**config.mk**
```make
export PLATFORM = sky130hd
export DESIGN_NAME = dp_operand_sequencer_flat
export DESIGN_NICKNAME = d
export VERILOG_FILES = /design/src/rtl/dp_operand_sequencer_pkg.sv /design/src/rtl/dp_operand_sequencer_if.sv /design/src/rtl/dp_operand_sequencer_bank.sv /design/src/rtl/dp_operand_sequencer.sv /design/src/flat_wrapper.sv
export SDC_FILE = /design/constraint.sdc
export NUM_CORES = 1
export LEC_CHECK = 0
export CELL_PAD_IN_SITES_DETAIL_PLACEMENT = 0
export CELL_PAD_IN_SITES_GLOBAL_PLACEMENT = 1
export CORE_MARGIN = 2
export CORE_UTILIZATION = 57
export DETAILED_ROUTE_END_ITERATION = 8
export PLACE_DENSITY_LB_ADDON = 0.12
export SLEW_MARGIN = 20
export SYNTH_ARGS = -nofsm -noshare
export SYNTH_HDL_FRONTEND = slang
export SYNTH_SLANG_ARGS = --single-unit
```
**constraint.sdc**
```tcl
create_clock -name ACLK -period 5.8 [get_ports ACLK]
set_input_delay 1.16 -clock ACLK [delete_from_list [all_inputs] [get_ports ACLK]]
set_output_delay 1.16 -clock ACLK [all_outputs]
set_load 0.05 [all_outputs]
```
**src/rtl/dp_operand_sequencer_pkg.sv**
```systemverilog
`default_nettype none
// ============================================================================
// Module : dp_pkg
// Brief  : Shared constants for the dot-product operand sequencer.
// Rev    : 1.0 - initial release
// ============================================================================
package dp_pkg;

  localparam int DP_DATA_W = 8;

  localparam logic [2:0] ST_IDLE = 3'd0;
  localparam logic [2:0] ST_LOAD = 3'd1;
  localparam logic [2:0] ST_FIRE = 3'd2;
  localparam logic [2:0] ST_WAIT = 3'd3;
  localparam logic [2:0] ST_FIN  = 3'd4;

  localparam logic SEL_A = 1'b0;
  localparam logic SEL_B = 1'b1;

endpackage
`default_nettype wire

```
**src/rtl/dp_operand_sequencer_if.sv**
```systemverilog
`default_nettype none
// ============================================================================
// Module : dp_operand_sequencer_if
// Brief  : Operand-load, sequencing-control and accelerator-side signals.
// Rev    : 1.0 - initial release
// ============================================================================
interface dp_operand_sequencer_if
  import dp_pkg::*;
#(
  parameter int ADDR_W = 4,
  parameter int DATA_W = DP_DATA_W
);

  logic              wr_en;
  logic              wr_sel;
  logic [ADDR_W-1:0] wr_addr;
  logic [DATA_W-1:0] wr_data;
  logic [ADDR_W:0]   seq_len;
  logic              seq_start;
  logic              seq_busy;
  logic              seq_done;
  logic              seq_err;
  logic [DATA_W-1:0] DP_A;
  logic [DATA_W-1:0] DP_B;
  logic              inputs_ready;
  logic              DP_START;
  logic              DP_DONE;

  modport master (
    output wr_en, wr_sel, wr_addr, wr_data, seq_len, seq_start, DP_DONE,
    input  seq_busy, seq_done, seq_err, DP_A, DP_B, inputs_ready, DP_START
  );

  modport slave (
    input  wr_en, wr_sel, wr_addr, wr_data, seq_len, seq_start, DP_DONE,
    output seq_busy, seq_done, seq_err, DP_A, DP_B, inputs_ready, DP_START
  );

endinterface
`default_nettype wire

```
**src/rtl/dp_operand_sequencer_bank.sv**
```systemverilog
`default_nettype none
// ============================================================================
// Module : dp_operand_bank
// Brief  : DEPTH x DATA_W operand register file, sync write, comb read.
// Rev    : 1.0 - initial release
// ============================================================================
module dp_operand_bank
  import dp_pkg::*;
#(
  parameter int DEPTH  = 16,
  parameter int ADDR_W = 4,
  parameter int DATA_W = DP_DATA_W
) (
  input  logic              ACLK,
  input  logic              we_i,
  input  logic [ADDR_W-1:0] waddr_i,
  input  logic [DATA_W-1:0] wdata_i,
  input  logic [ADDR_W-1:0] raddr_i,
  output logic [DATA_W-1:0] rdata_o
);

  // Storage is intentionally not reset; contents survive a sequencer reset.
  logic [DATA_W-1:0] mem_q [DEPTH];

  always_ff @(posedge ACLK) begin
    if (we_i) begin
      mem_q[waddr_i] <= wdata_i;
    end
  end

  assign rdata_o = mem_q[raddr_i];

endmodule
`default_nettype wire

```
**src/rtl/dp_operand_sequencer.sv**
```systemverilog
`default_nettype none
// ============================================================================
// Module : dp_operand_sequencer
// Brief  : Streams A/B operand pairs into the dot-product accelerator.
//          Optional WAIT timeout enabled by defining DP_SEQ_TIMEOUT_EN.
// Rev    : 1.0 - initial release
// ============================================================================
module dp_operand_sequencer
  import dp_pkg::*;
#(
  parameter int DEPTH   = 16,
  parameter int ADDR_W  = 4,
  parameter int DATA_W  = DP_DATA_W,
  parameter int TIMEOUT = 64
) (
  input  logic                 ACLK,
  input  logic                 ARESETN,
  dp_operand_sequencer_if.slave bus
);

  if (TIMEOUT < 1 || DEPTH < 1 || DEPTH > (1 << ADDR_W)) begin : g_bad_cfg
    $error("dp_operand_sequencer: illegal DEPTH/ADDR_W/TIMEOUT combination");
  end

  logic [2:0]        state_q, state_d;
  logic [ADDR_W-1:0] idx_q,   idx_d;
  logic [ADDR_W:0]   len_q,   len_d;
  logic              busy_q,  busy_d;
  logic              done_q,  done_d;
  logic              err_q,   err_d;
  logic [DATA_W-1:0] dpa_q,   dpa_d;
  logic [DATA_W-1:0] dpb_q,   dpb_d;
  logic              ir_q,    ir_d;
  logic              dps_q,   dps_d;
`ifdef DP_SEQ_TIMEOUT_EN
  localparam int WAIT_W = (TIMEOUT > 1) ? $clog2(TIMEOUT) : 1;
  logic [WAIT_W-1:0] wait_q,  wait_d;
`endif

  logic              w_addr_ok;
  logic              w_wr_ok;
  logic              w_len_ok;
  logic              w_last;
  logic [DATA_W-1:0] w_rd_a;
  logic [DATA_W-1:0] w_rd_b;

  if (DEPTH < (1 << ADDR_W)) begin : g_addr_chk
    assign w_addr_ok = ({1'b0, bus.wr_addr} < (ADDR_W+1)'(DEPTH));
  end else begin : g_addr_full
    assign w_addr_ok = 1'b1;
  end

  assign w_wr_ok  = bus.wr_en && !busy_q && w_addr_ok;
  assign w_len_ok = (bus.seq_len != '0) && (bus.seq_len <= (ADDR_W+1)'(DEPTH));
  assign w_last   = ({1'b0, idx_q} == (len_q - 1'b1));

  dp_operand_bank #(.DEPTH(DEPTH), .ADDR_W(ADDR_W), .DATA_W(DATA_W)) u_bank_a (
    .ACLK    (ACLK),
    .we_i    (w_wr_ok && (bus.wr_sel == SEL_A)),
    .waddr_i (bus.wr_addr),
    .wdata_i (bus.wr_data),
    .raddr_i (idx_q),
    .rdata_o (w_rd_a)
  );

  dp_operand_bank #(.DEPTH(DEPTH), .ADDR_W(ADDR_W), .DATA_W(DATA_W)) u_bank_b (
    .ACLK    (ACLK),
    .we_i    (w_wr_ok && (bus.wr_sel == SEL_B)),
    .waddr_i (bus.wr_addr),
    .wdata_i (bus.wr_data),
    .raddr_i (idx_q),
    .rdata_o (w_rd_b)
  );

  always_comb begin
    state_d = state_q;
    idx_d   = idx_q;
    len_d   = len_q;
    busy_d  = busy_q;
    done_d  = 1'b0;
    err_d   = 1'b0;
    dpa_d   = dpa_q;
    dpb_d   = dpb_q;
    ir_d    = ir_q;
    dps_d   = dps_q;
`ifdef DP_SEQ_TIMEOUT_EN
    wait_d  = wait_q;
`endif
    case (state_q)
      ST_IDLE: begin
        if (bus.seq_start) begin
          if (w_len_ok) begin
            len_d   = bus.seq_len;
            idx_d   = '0;
            busy_d  = 1'b1;
            state_d = ST_LOAD;
          end else begin
            err_d = 1'b1;
          end
        end
      end
      // inputs_ready drops here so every element gets a fresh rising edge.
      ST_LOAD: begin
        dpa_d   = w_rd_a;
        dpb_d   = w_rd_b;
        ir_d    = 1'b0;
        dps_d   = w_last;
        state_d = ST_FIRE;
`ifdef DP_SEQ_TIMEOUT_EN
        wait_d  = '0;
`endif
      end
      ST_FIRE: begin
        ir_d    = 1'b1;
        state_d = ST_WAIT;
      end
      ST_WAIT: begin
        ir_d = 1'b0;
        if (bus.DP_DONE) begin
          if (w_last) begin
            state_d = ST_FIN;
          end else begin
            idx_d   = idx_q + 1'b1;
            state_d = ST_LOAD;
          end
        end
`ifdef DP_SEQ_TIMEOUT_EN
        else if (wait_q == WAIT_W'(TIMEOUT - 1)) begin
          err_d   = 1'b1;
          dps_d   = 1'b0;
          dpa_d   = '0;
          dpb_d   = '0;
          busy_d  = 1'b0;
          state_d = ST_IDLE;
        end else begin
          wait_d = wait_q + 1'b1;
        end
`endif
      end
      // DP_START stays high through this cycle so the accelerator latches.
      ST_FIN: begin
        dps_d   = 1'b0;
        busy_d  = 1'b0;
        done_d  = 1'b1;
        state_d = ST_IDLE;
      end
      default: begin
        state_d = ST_IDLE;
      end
    endcase
  end

  always_ff @(posedge ACLK or negedge ARESETN) begin
    if (!ARESETN) begin
      state_q <= ST_IDLE;
      idx_q   <= '0;
      len_q   <= '0;
      busy_q  <= 1'b0;
      done_q  <= 1'b0;
      err_q   <= 1'b0;
      dpa_q   <= '0;
      dpb_q   <= '0;
      ir_q    <= 1'b0;
      dps_q   <= 1'b0;
`ifdef DP_SEQ_TIMEOUT_EN
      wait_q  <= '0;
`endif
    end else begin
      state_q <= state_d;
      idx_q   <= idx_d;
      len_q   <= len_d;
      busy_q  <= busy_d;
      done_q  <= done_d;
      err_q   <= err_d;
      dpa_q   <= dpa_d;
      dpb_q   <= dpb_d;
      ir_q    <= ir_d;
      dps_q   <= dps_d;
`ifdef DP_SEQ_TIMEOUT_EN
      wait_q  <= wait_d;
`endif
    end
  end

  assign bus.seq_busy     = busy_q;
  assign bus.seq_done     = done_q;
  assign bus.seq_err      = err_q;
  assign bus.DP_A         = dpa_q;
  assign bus.DP_B         = dpb_q;
  assign bus.inputs_ready = ir_q;
  assign bus.DP_START     = dps_q;

endmodule
`default_nettype wire

```
**src/flat_wrapper.sv**
```systemverilog
// flat-port wrapper written by rule: the top's interface ports become plain ports
module dp_operand_sequencer_flat import dp_pkg::*;
#(
  parameter int DEPTH   = 16,
  parameter int ADDR_W  = 4,
  parameter int DATA_W  = DP_DATA_W,
  parameter int TIMEOUT = 64
)
  (ACLK, ARESETN, bus_wr_en, bus_wr_sel, bus_wr_addr, bus_wr_data, bus_seq_len, bus_seq_start, bus_DP_DONE, bus_seq_busy, bus_seq_done, bus_seq_err, bus_DP_A, bus_DP_B, bus_inputs_ready, bus_DP_START);
  dp_operand_sequencer_if #(.ADDR_W(ADDR_W), .DATA_W(DATA_W)) bus_i ();
  input  logic ACLK;
  input  logic ARESETN;
  input wire logic [$bits(bus_i.wr_en)-1:0] bus_wr_en;
  input wire logic [$bits(bus_i.wr_sel)-1:0] bus_wr_sel;
  input wire logic [$bits(bus_i.wr_addr)-1:0] bus_wr_addr;
  input wire logic [$bits(bus_i.wr_data)-1:0] bus_wr_data;
  input wire logic [$bits(bus_i.seq_len)-1:0] bus_seq_len;
  input wire logic [$bits(bus_i.seq_start)-1:0] bus_seq_start;
  input wire logic [$bits(bus_i.DP_DONE)-1:0] bus_DP_DONE;
  output wire logic [$bits(bus_i.seq_busy)-1:0] bus_seq_busy;
  output wire logic [$bits(bus_i.seq_done)-1:0] bus_seq_done;
  output wire logic [$bits(bus_i.seq_err)-1:0] bus_seq_err;
  output wire logic [$bits(bus_i.DP_A)-1:0] bus_DP_A;
  output wire logic [$bits(bus_i.DP_B)-1:0] bus_DP_B;
  output wire logic [$bits(bus_i.inputs_ready)-1:0] bus_inputs_ready;
  output wire logic [$bits(bus_i.DP_START)-1:0] bus_DP_START;
  assign bus_i.wr_en = bus_wr_en;
  assign bus_i.wr_sel = bus_wr_sel;
  assign bus_i.wr_addr = bus_wr_addr;
  assign bus_i.wr_data = bus_wr_data;
  assign bus_i.seq_len = bus_seq_len;
  assign bus_i.seq_start = bus_seq_start;
  assign bus_i.DP_DONE = bus_DP_DONE;
  assign bus_seq_busy = bus_i.seq_busy;
  assign bus_seq_done = bus_i.seq_done;
  assign bus_seq_err = bus_i.seq_err;
  assign bus_DP_A = bus_i.DP_A;
  assign bus_DP_B = bus_i.DP_B;
  assign bus_inputs_ready = bus_i.inputs_ready;
  assign bus_DP_START = bus_i.DP_START;
  dp_operand_sequencer #(.DEPTH(DEPTH), .ADDR_W(ADDR_W), .DATA_W(DATA_W), .TIMEOUT(TIMEOUT)) u_core (.ACLK(ACLK), .ARESETN(ARESETN), .bus(bus_i));
endmodule
```
=== Word-level counts from Yosys, hierarchy flattened ===
Memories as Yosys holds them, arrays and structs flattened. A register that Yosys moved wholly into a read port is not among the register bits.
Index checks and enable logic that the tools add are counted.

* RAM bits: 256
* Logic and storage cells: 64
* Bits in registers: 17
* Output and inout port bits: 21
* Memories: 2
* Input bits: 23

{| class="wikitable"
|+ Memory list
! name !! depth !! bits a word !! rd ports !! clocked after memory_dff !! write ports !! line !! RTL
|-
| u_core.u_bank_a.mem_q || 16 || 8 || 1 || 1 || 1 || dp_operand_sequencer_bank.sv:23 || <nowiki>logic [DATA_W-1:0] mem_q [DEPTH];</nowiki>
|-
| u_core.u_bank_b.mem_q || 16 || 8 || 1 || 1 || 1 || dp_operand_sequencer_bank.sv:23 ||
|}

* Bitwise logic cells: 1
* Add/sub/neg operators: 2
* Eq/ne operators: 9
* Magnitude comparators: 1
* Mux-type cells: 23
* Reductions and logical operators: 18

{| class="wikitable"
|+ Operators by type and width
! kind !! number
|-
| 2-to-1 mux 4 bit || 4
|-
| 2-to-1 mux 3 bit || 4
|-
| one-hot mux 3 bit (4 select lines) || 1
|-
| 2-to-1 mux 1 bit || 10
|-
| AND reduction 3 bit || 3
|-
| one-hot mux 4 bit (2 select lines) || 1
|-
| nonzero test 2 bit || 4
|-
| == test 3 x 2 -> 1 bit, second input constant || 2
|-
| != test 2 bit, second input constant || 3
|-
| one-hot mux 1 bit (2 select lines) || 3
|-
| == test 4 x 5 -> 1 bit || 1
|-
| <= comparator 5 bit, second input constant || 1
|-
| AND reduction 5 bit || 1
|-
| nonzero test 5 bit || 1
|-
| subtractor 5 x 1 -> 5 bit, second input constant || 1
|-
| adder 4 x 1 -> 4 bit, second input constant || 1
|-
| logical AND 1 bit || 4
|-
| == test 3 x 1 -> 1 bit, second input constant || 1
|-
| == test 3 bit, second input constant || 1
|-
| logical NOT 1 bit || 3
|-
| logical NOT 3 bit || 1
|-
| != test 2 x 1 -> 1 bit, second input constant || 1
|-
| OR reduction 2 bit || 1
|-
| inverter 1 bit || 1
|}

=== Longest topological paths before layout ===
Gate-level depths: netlist of run 1.

* Depth in word-level cells: 5
* Depth in mapped cells: 7
* Depth with buffers taken out: 7

=== Cells and area by module ===
A second synthesis of run 1 with hierarchy kept.

* Cell total of the unflattened synthesis: 558
* Area, all modules: 11446.0 µm²

{| class="wikitable"
|+ Modules (own cells, without submodules)
! module !! seq. area each (µm²) !! times used !! area each (µm²) !! cells an instance
|-
| dp_operand_bank || 3843.7 || 2 || 4987.3 || 221
|-
| dp_operand_sequencer || 825.8 || 1 || 1471.4 || 116
|}

=== Worst setup path before layout of run 1 ===
Ideal clock, no wire load.

* Kind: input -> register
* Start: in bus_seq_len[1]
* End: reg u_core.idx_q[0]
* Path slack: 3.308 ns
* Arrival time: 2.367 ns
* Required time: 5.675 ns
* Path buffers: 0
* Stages on the path: 5
* Setup time: 0.125 ns
* Cells stage by stage: nor4_1 > xnor2_1 > a31oi_1 > a311o_1 > mux2_2

* Word-level cells in the longest chain between the ends: 4
* Elaborated cells on any way between the ends: 5
* Those cells by class: order compare: 1; eq/ne: 1; reduce/logical: 3

{| class="wikitable"
|+ RTL lines
! element !! line !! RTL
|-
| start, declared || flat_wrapper.sv:17 || <nowiki>input wire logic [$bits(bus_i.seq_len)-1:0] bus_seq_len;</nowiki>
|-
| <= comparator 5 bit / nonzero test 5 bit (equally long branches) || dp_operand_sequencer.sv:54 || <nowiki>assign w_len_ok = (bus.seq_len != '0) && (bus.seq_len <= (ADDR_W+1)'(DEPTH));</nowiki>
|-
| logical AND 1 bit * || dp_operand_sequencer.sv:54 ||
|-
| != test 2 x 1 -> 1 bit (no source line) * || -- ||
|-
| AND reduction 5 bit (no source line) * || -- ||
|-
| end signal, assigned || dp_operand_sequencer.sv:170 || <nowiki>idx_q <= idx_d;</nowiki>
|-
| end, declared || dp_operand_sequencer.sv:26 || <nowiki>logic [ADDR_W-1:0] idx_q, idx_d;</nowiki>
|}

Mark *: on every way between the ends. The rest lies on a longest branch, timed or not.
A chain may end at the register's enable or synchronous reset.

=== Worst setup path in the final report of run 1 ===
* Start: reg u_core.busy_q (netlist: u_core.bus.seq_busy)
* End: out bus_seq_busy

{| class="wikitable"
|+ RTL lines
! element !! line !! RTL
|-
| start, declared || dp_operand_sequencer.sv:28 || <nowiki>logic busy_q, busy_d;</nowiki>
|-
| start signal, assigned || dp_operand_sequencer.sv:172 || <nowiki>busy_q <= busy_d;</nowiki>
|-
| end, declared || flat_wrapper.sv:20 || <nowiki>output wire logic [$bits(bus_i.seq_busy)-1:0] bus_seq_busy;</nowiki>
|}

No word-level cell between the ends.

==> impl_metrics.ini, run 1 <==
[sta]
fmaxAchievable_mhz = 325
finalHoldViolCount = 0
final_max_slew_viols = 0
fin_tns_setup_ns = 0
final_min_period_over_clock_period_pct = 53.0
fin_crit_ns = 3.07
fin_worst_hold_slack_ns = 0.501
tightestPinTransition_ns = 0.981
fin_skew_ns = 0.0180
final_setup_vio_count = 0
rsz0062_at_grt = no
slew_headroom_pct = 34.6

[pwr]
cell_internal_pwr_uw = 4470
power.switching_fraction_pct = 28.7
seq_power_share_pct = 41.7
power_frac_clock_pct = 33.3
power.share.combinational_pct = 24.9
power.density_mw_per_mm2 = 478
ir_worst_vdd_uv = 272
power_switching_uw = 1800
leakage_uw = 0.00427

[worst_hold_path]
worstHoldPathType = flop to flop

[global_route]
grt_remaining_overflow = 0
grt_antenna_before_repair = 0
grt_first_pass_wirelength_mm = 35.0
number_of_global_route_vias_before_repair = 5653
track_usage_pct = 22.2
largest_net_degree_at_the_start_of_global_routing = 51

[outcome]
status = complete, no violations

[clock_network]
post_cts_buffers = 0
postCtsResizedCells = 0
clkSinkCount = 289
clk_transition_reported_paths_ns = 0.06
cts_tree = done
ctsRootBufferMaster = sky130_fd_sc_hd__clkbuf_16
ctsLongestPathBuffers = 3
number_of_cts_inserted_buffers = 29
later_pin_clock_latency_in_the_skew_report_ns = 0.55
htree_levels = 1
postCtsHoldBufs = 0

[yosys]
synth_edf_count = 256
synth_top_area_cell = sky130_fd_sc_hd__edfxtp_1
synth-async-reset-ratio_pct = 11.4
yosysUniqueCellTypes = 39
ys_warn_count = 0
dominantRegCellSynth = sky130_fd_sc_hd__edfxtp_1
post_synth.cell_area_avg_sq_um = 20.4
synthCells = 557
yosysTopAreaCellShare_pct = 67.8
seq_area_frac_synth_pct = 75.1
mappedNetlistArea_sq_mm = 0.0113
netlist_top_cells_area = sky130_fd_sc_hd__edfxtp_1 (68%), sky130_fd_sc_hd__mux4_2 (13%), sky130_fd_sc_hd__dfrtp_1 (7.3%)
mappedNetlistNets = 582
postSynthRegisterBits = 289

[critical_path]
max_stage_delay_ns = 0.86
critical_path_class = flop to output pin
critical_path.max_fanout = 4
cp_num_buf_inv = 1
critical_path.cell_chain = clkdlybuf4s50_1
critical_path_arrival_ns = 1.91
critical_path.top_delay_family = buffers and inverters
crit_slowest_cell = sky130_fd_sc_hd__clkdlybuf4s50_1
start_kind = flop
worst_setup_path_end_kind = output pin
worst-endpoint-required_ns = 4.64

[floorplan]
dieWidth_microns = 145
fp.coreArea_sq_mm = 0.0195
initial_core_utilization_pct = 58.3
top_level_ports = 44
num_rows = 51
dieArea_sq_mm = 0.0210
die_h_microns = 145

[placement]
gp_congestion = 0.781
buffer_ports.inserted = 43
place_hpwl_mm = 13.8

[drt]
average_wire_per_standard_cell_microns = 25.3
dr.first_iter.drc_count = 516
detailedRoute.firstPassIterationCount = 5
routed_wl_mm = 22.9
vias = 5587
remaining_drc_errors = 0
final_antenna_net_count = 0
detail_route.vias_per_cell = 6.18

[job]
number_of_maximum_capacitance_violations = 0

[finish]
syn2layout_area_growth_pct = 15.8
fin_nets = 641
drive_gt1_share_pct = 24.1
diodes = 0
cell usage after synthesis (2+ instances only):
cell type	n
sky130_fd_sc_hd__dfrtp_1	33
sky130_fd_sc_hd__a31oi_1	2
sky130_fd_sc_hd__nor3b_1	2
sky130_fd_sc_hd__nand2_1	15
sky130_fd_sc_hd__a21oi_1	2
sky130_fd_sc_hd__nand2b_1	2
sky130_fd_sc_hd__edfxtp_1	256
sky130_fd_sc_hd__clkbuf_1	12
sky130_fd_sc_hd__xnor2_1	6
sky130_fd_sc_hd__ha_1	2
sky130_fd_sc_hd__nor2b_1	3
sky130_fd_sc_hd__buf_2	8
sky130_fd_sc_hd__mux2_2	22
sky130_fd_sc_hd__a221o_1	16
sky130_fd_sc_hd__buf_12	2
sky130_fd_sc_hd__nor2_1	39
sky130_fd_sc_hd__nor3_1	20
sky130_fd_sc_hd__nand3_1	5
sky130_fd_sc_hd__inv_1	7
sky130_fd_sc_hd__buf_1	4
sky130_fd_sc_hd__mux2i_1	18
sky130_fd_sc_hd__mux4_2	64
path summary, 6_finish.rpt:
check,cells after the start,slack (ns),end,startpoint
min in group asynchronous,2,1.05,u_core.bus.DP_B[6],ARESETN
worst min register to register,2,0.50,u_core.bus.inputs_ready,u_core.bus.inputs_ready
max in group asynchronous,2,4.39,u_core.idx_q[0],ARESETN
worst min-delay path,2,0.50,u_core.bus.inputs_ready,u_core.bus.inputs_ready
worst max-delay path,1,2.73,bus_seq_busy,u_core.bus.seq_busy
worst max register to register,5,2.77,u_core.bus.DP_B[2],u_core.idx_q[0]
power groups by stage:
stage / combinational, uW / clock [uW] / sequential [uW]
2_1_floorplan: 1120 / 0 / 2690
3_3_place_gp: 1560 / 0 / 2660
3_5_place_dp: 1580 / 0 / 2670
4_1_cts: 1580 / 2120 / 2630
5_1_grt: 1660 / 2190 / 2650
6_report: 1560 / 2090 / 2620
logic make-up (layout without fill, tap and decap cells):
family	after synthesis	in the layout	synth area share [%]
compound gates	27	27	2.27
xor+xnor	6	6	0.464
fa+ha+maj	2	2	0.221
buf+inv	35	117	1.63
flops	289	289	75.1
mux	104	104	16.5
simple gates	94	94	3.83
metal layers:
layer | up-vias | part of all wire (%) | track usage, %
met5 | - | 0 | 0
met4 | 0 | 1.8 | 5.69
met3 | 35 | 6.3 | 3.05
met2 | 216 | 47 | 33.9
met1 | 2939 | 45 | 34.7
li1 | 2397 | - | -
flip-flops by register name, indices dropped and copies added, names as in the netlist:
register                 count
u_core.bus.DP_START          1
u_core.u_bank_a.mem_q      128
u_core.bus.DP_A              8
u_core.bus.inputs_ready      1
u_core.bus.seq_err           1
u_core.bus.seq_busy          1
u_core.bus.DP_B              8
u_core.u_bank_b.mem_q      128
u_core.idx_q                 4
u_core.len_q                 5
u_core.bus.seq_done          1
u_core.state_q               3
per-stage QoR:
step	instance area (sq um)	total power (uW)	util [%]	setup slack, ns	cells
after floorplan	11300	3810	-	3.31	557
after global placement	12000	4220	61.9	2.50	850
after detailed placement	12000	4240	61.9	2.47	850
after CTS	13100	6320	67.4	2.72	904
after global routing	13100	6510	67.4	2.54	904
final	13100	6270	67.4	2.73	904
layout by cell type, fill, tap and decap left out, types with 3 or more instances in the layout:
master,Yosys,final
sky130_fd_sc_hd__nor2b_1,3,3
sky130_fd_sc_hd__nor3_1,20,20
sky130_fd_sc_hd__nand3_1,5,5
sky130_fd_sc_hd__xnor2_1,6,6
sky130_fd_sc_hd__mux4_2,64,64
sky130_fd_sc_hd__clkbuf_16,0,29
sky130_fd_sc_hd__mux2i_1,18,18
sky130_fd_sc_hd__nand2_1,15,15
sky130_fd_sc_hd__inv_1,7,7
sky130_fd_sc_hd__clkinv_1,0,5
sky130_fd_sc_hd__clkdlybuf4s50_1,0,42
sky130_fd_sc_hd__a221o_1,16,16
sky130_fd_sc_hd__nor2_1,39,39
sky130_fd_sc_hd__mux2_2,22,22
sky130_fd_sc_hd__clkinv_2,0,6
sky130_fd_sc_hd__edfxtp_1,256,256
sky130_fd_sc_hd__dfrtp_1,33,30
sky130_fd_sc_hd__bufinv_16,0,9
sky130_fd_sc_hd__buf_4,1,13
area by class of cell:
type,count,area [sq um]
sequential,289,8520
inverter,7,26.3
clock inverter,25,360
fill,1278,6340
multi-input combinational,233,2640
tap,265,332
timing repair buffer,56,523
clock buffer,29,726
Power figures use the tool's default switching activity.
==> inputs of run 2 (changes only) <==
CORE_UTILIZATION = 53   (was 57)
clock period = 3.1 ns   (was 5.8 ns; I/O delays follow)
==> impl_metrics.ini, run 2 (synthesis results as in run 1) <==
[global_route]
grt_first_pass_wirelength_mm = 34.2
largest_net_degree_at_the_start_of_global_routing = 59
grt_antenna_before_repair = 0
number_of_global_route_vias_before_repair = 5709
grt_remaining_overflow = 0
track_usage_pct = 20.8

[placement]
buffer_ports.inserted = 43
gp_congestion = 0.744
place_hpwl_mm = 13.5
dp_cells = 895

[sta]
final_setup_vio_count = 0
fin_crit_ns = 2.48
fmaxAchievable_mhz = 403
finalHoldViolCount = 0
slew_headroom_pct = 45.3
final_max_slew_viols = 0
final_min_period_over_clock_period_pct = 80.0
fin_skew_ns = 0.0205
rsz0062_at_grt = no
tightestPinTransition_ns = 0.820
fin_tns_setup_ns = 0

[clock_network]
clkSinkCount = 289
postCtsResizedCells = 0
number_of_cts_inserted_buffers = 29
later_pin_clock_latency_in_the_skew_report_ns = 0.55
ctsRootBufferMaster = sky130_fd_sc_hd__clkbuf_16
htree_levels = 1
clk_transition_reported_paths_ns = 0.06
post_cts_buffers = 0
postCtsHoldBufs = 0
ctsLongestPathBuffers = 3
cts_tree = done

[finish]
diodes = 0
final_common_cell = sky130_fd_sc_hd__edfxtp_1
largest_registers = u_core.u_bank_a.mem_q (128), u_core.u_bank_b.mem_q (128)
layout_common_cells = sky130_fd_sc_hd__edfxtp_1 (256), sky130_fd_sc_hd__mux4_2 (64), sky130_fd_sc_hd__buf_4 (45), sky130_fd_sc_hd__clkdlybuf4s50_1 (42), sky130_fd_sc_hd__nor2_1 (39)
syn2layout_area_growth_pct = 16.9
final_core_util_pct = 63.0
final-instance-count-excl-fill = 949
fin_nets = 676
drive_gt1_share_pct = 27.3

[pwr]
leakage_uw = 0.00440
power.density_mw_per_mm2 = 841
ir_worst_vdd_uv = 454

[critical_path]
worst-endpoint-required_ns = 2.48
reg2reg_from = u_core.idx_q[0]
critical_path.cell_chain = clkdlybuf4s50_1
crit_slowest_cell = sky130_fd_sc_hd__clkdlybuf4s50_1
critical_path_class = flop to output pin
worst_setup_path_end_kind = output pin
critical_path.top_delay_family = buffers and inverters
critical_path_arrival_ns = 1.86
worst_setup_path_startpoint = u_core.bus.seq_busy
worstRegToRegCells = 5
critical_path.max_fanout = 4
rr_endpoint = u_core.bus.DP_A[6]
max_stage_delay_ns = 0.85
cp_num_buf_inv = 1
start_kind = flop
reg2reg_setup_slack_ns = 0.88

[drt]
vias = 5574
dr.first_iter.drc_count = 498
final_antenna_net_count = 0
detailedRoute.firstPassIterationCount = 4
detail_route.vias_per_cell = 5.87
remaining_drc_errors = 0
average_wire_per_standard_cell_microns = 23.8
routed_wl_mm = 22.6

[floorplan]
num_rows = 53
die_h_microns = 150
dieArea_sq_mm = 0.0226
initial_core_utilization_pct = 53.9
fp.coreArea_sq_mm = 0.0210
top_level_ports = 44
dieWidth_microns = 150

[outcome]
status = complete, no violations

[job]
number_of_maximum_capacitance_violations = 0

[worst_hold_path]
worstHoldPathType = input port to async pin
==> run 2: report_power, final <==
| part | total (uW) | switching, uW | internal, uW | leakage [uW] |
|---|---|---|---|---|
| clock | 3250 | 1390 | 1860 | 0.000449 |
| sequential | 4680 | 236 | 4450 | 0.00271 |
| combinational | 3210 | 1680 | 1540 | 0.00124 |
==> run 2: through the flow <==
step	hold slack [ns]	setup slack, ns	instance area (sq um)	power [uW]
detailed placement	0.504	0.481	12400	8020
CTS	0.192	0.579	13300	11300
floorplan	0.324	1.13	11300	7130
finish	0.172	0.620	13300	11100
global placement	0.493	0.575	12400	7960
global route	0.222	0.539	13300	11600
==> run 2: worst max path at each step <==
stage	end	slack, ns	cells after the start
detailed placement	u_core.len_q[3]	0.48	5
CTS	bus_seq_busy	0.58	1
finish	bus_seq_busy	0.62	1
global placement	u_core.len_q[1]	0.57	5
floorplan	u_core.bus.DP_A[0]	1.13	5
global route	bus_seq_busy	0.54	1
==> run 2: layer usage <==
layer	up-vias	GRT usage (%)	wire length, microns
li1	2464	-	-
met3	25	3.30	1170
met1	2929	30.6	10000
met2	156	33.5	11100
met5	-	0	0
met4	0	4.39	323
==> run 2: layout make-up <==
cell class                 instances  area, sq um
clock inverter                    12         63.8
fill                            1473         7770
multi-input combinational        233         2640
timing repair buffer              91          823
inverter                           7         26.3
sequential                       289         8520
tap                              275          344
clock buffer                      42          835
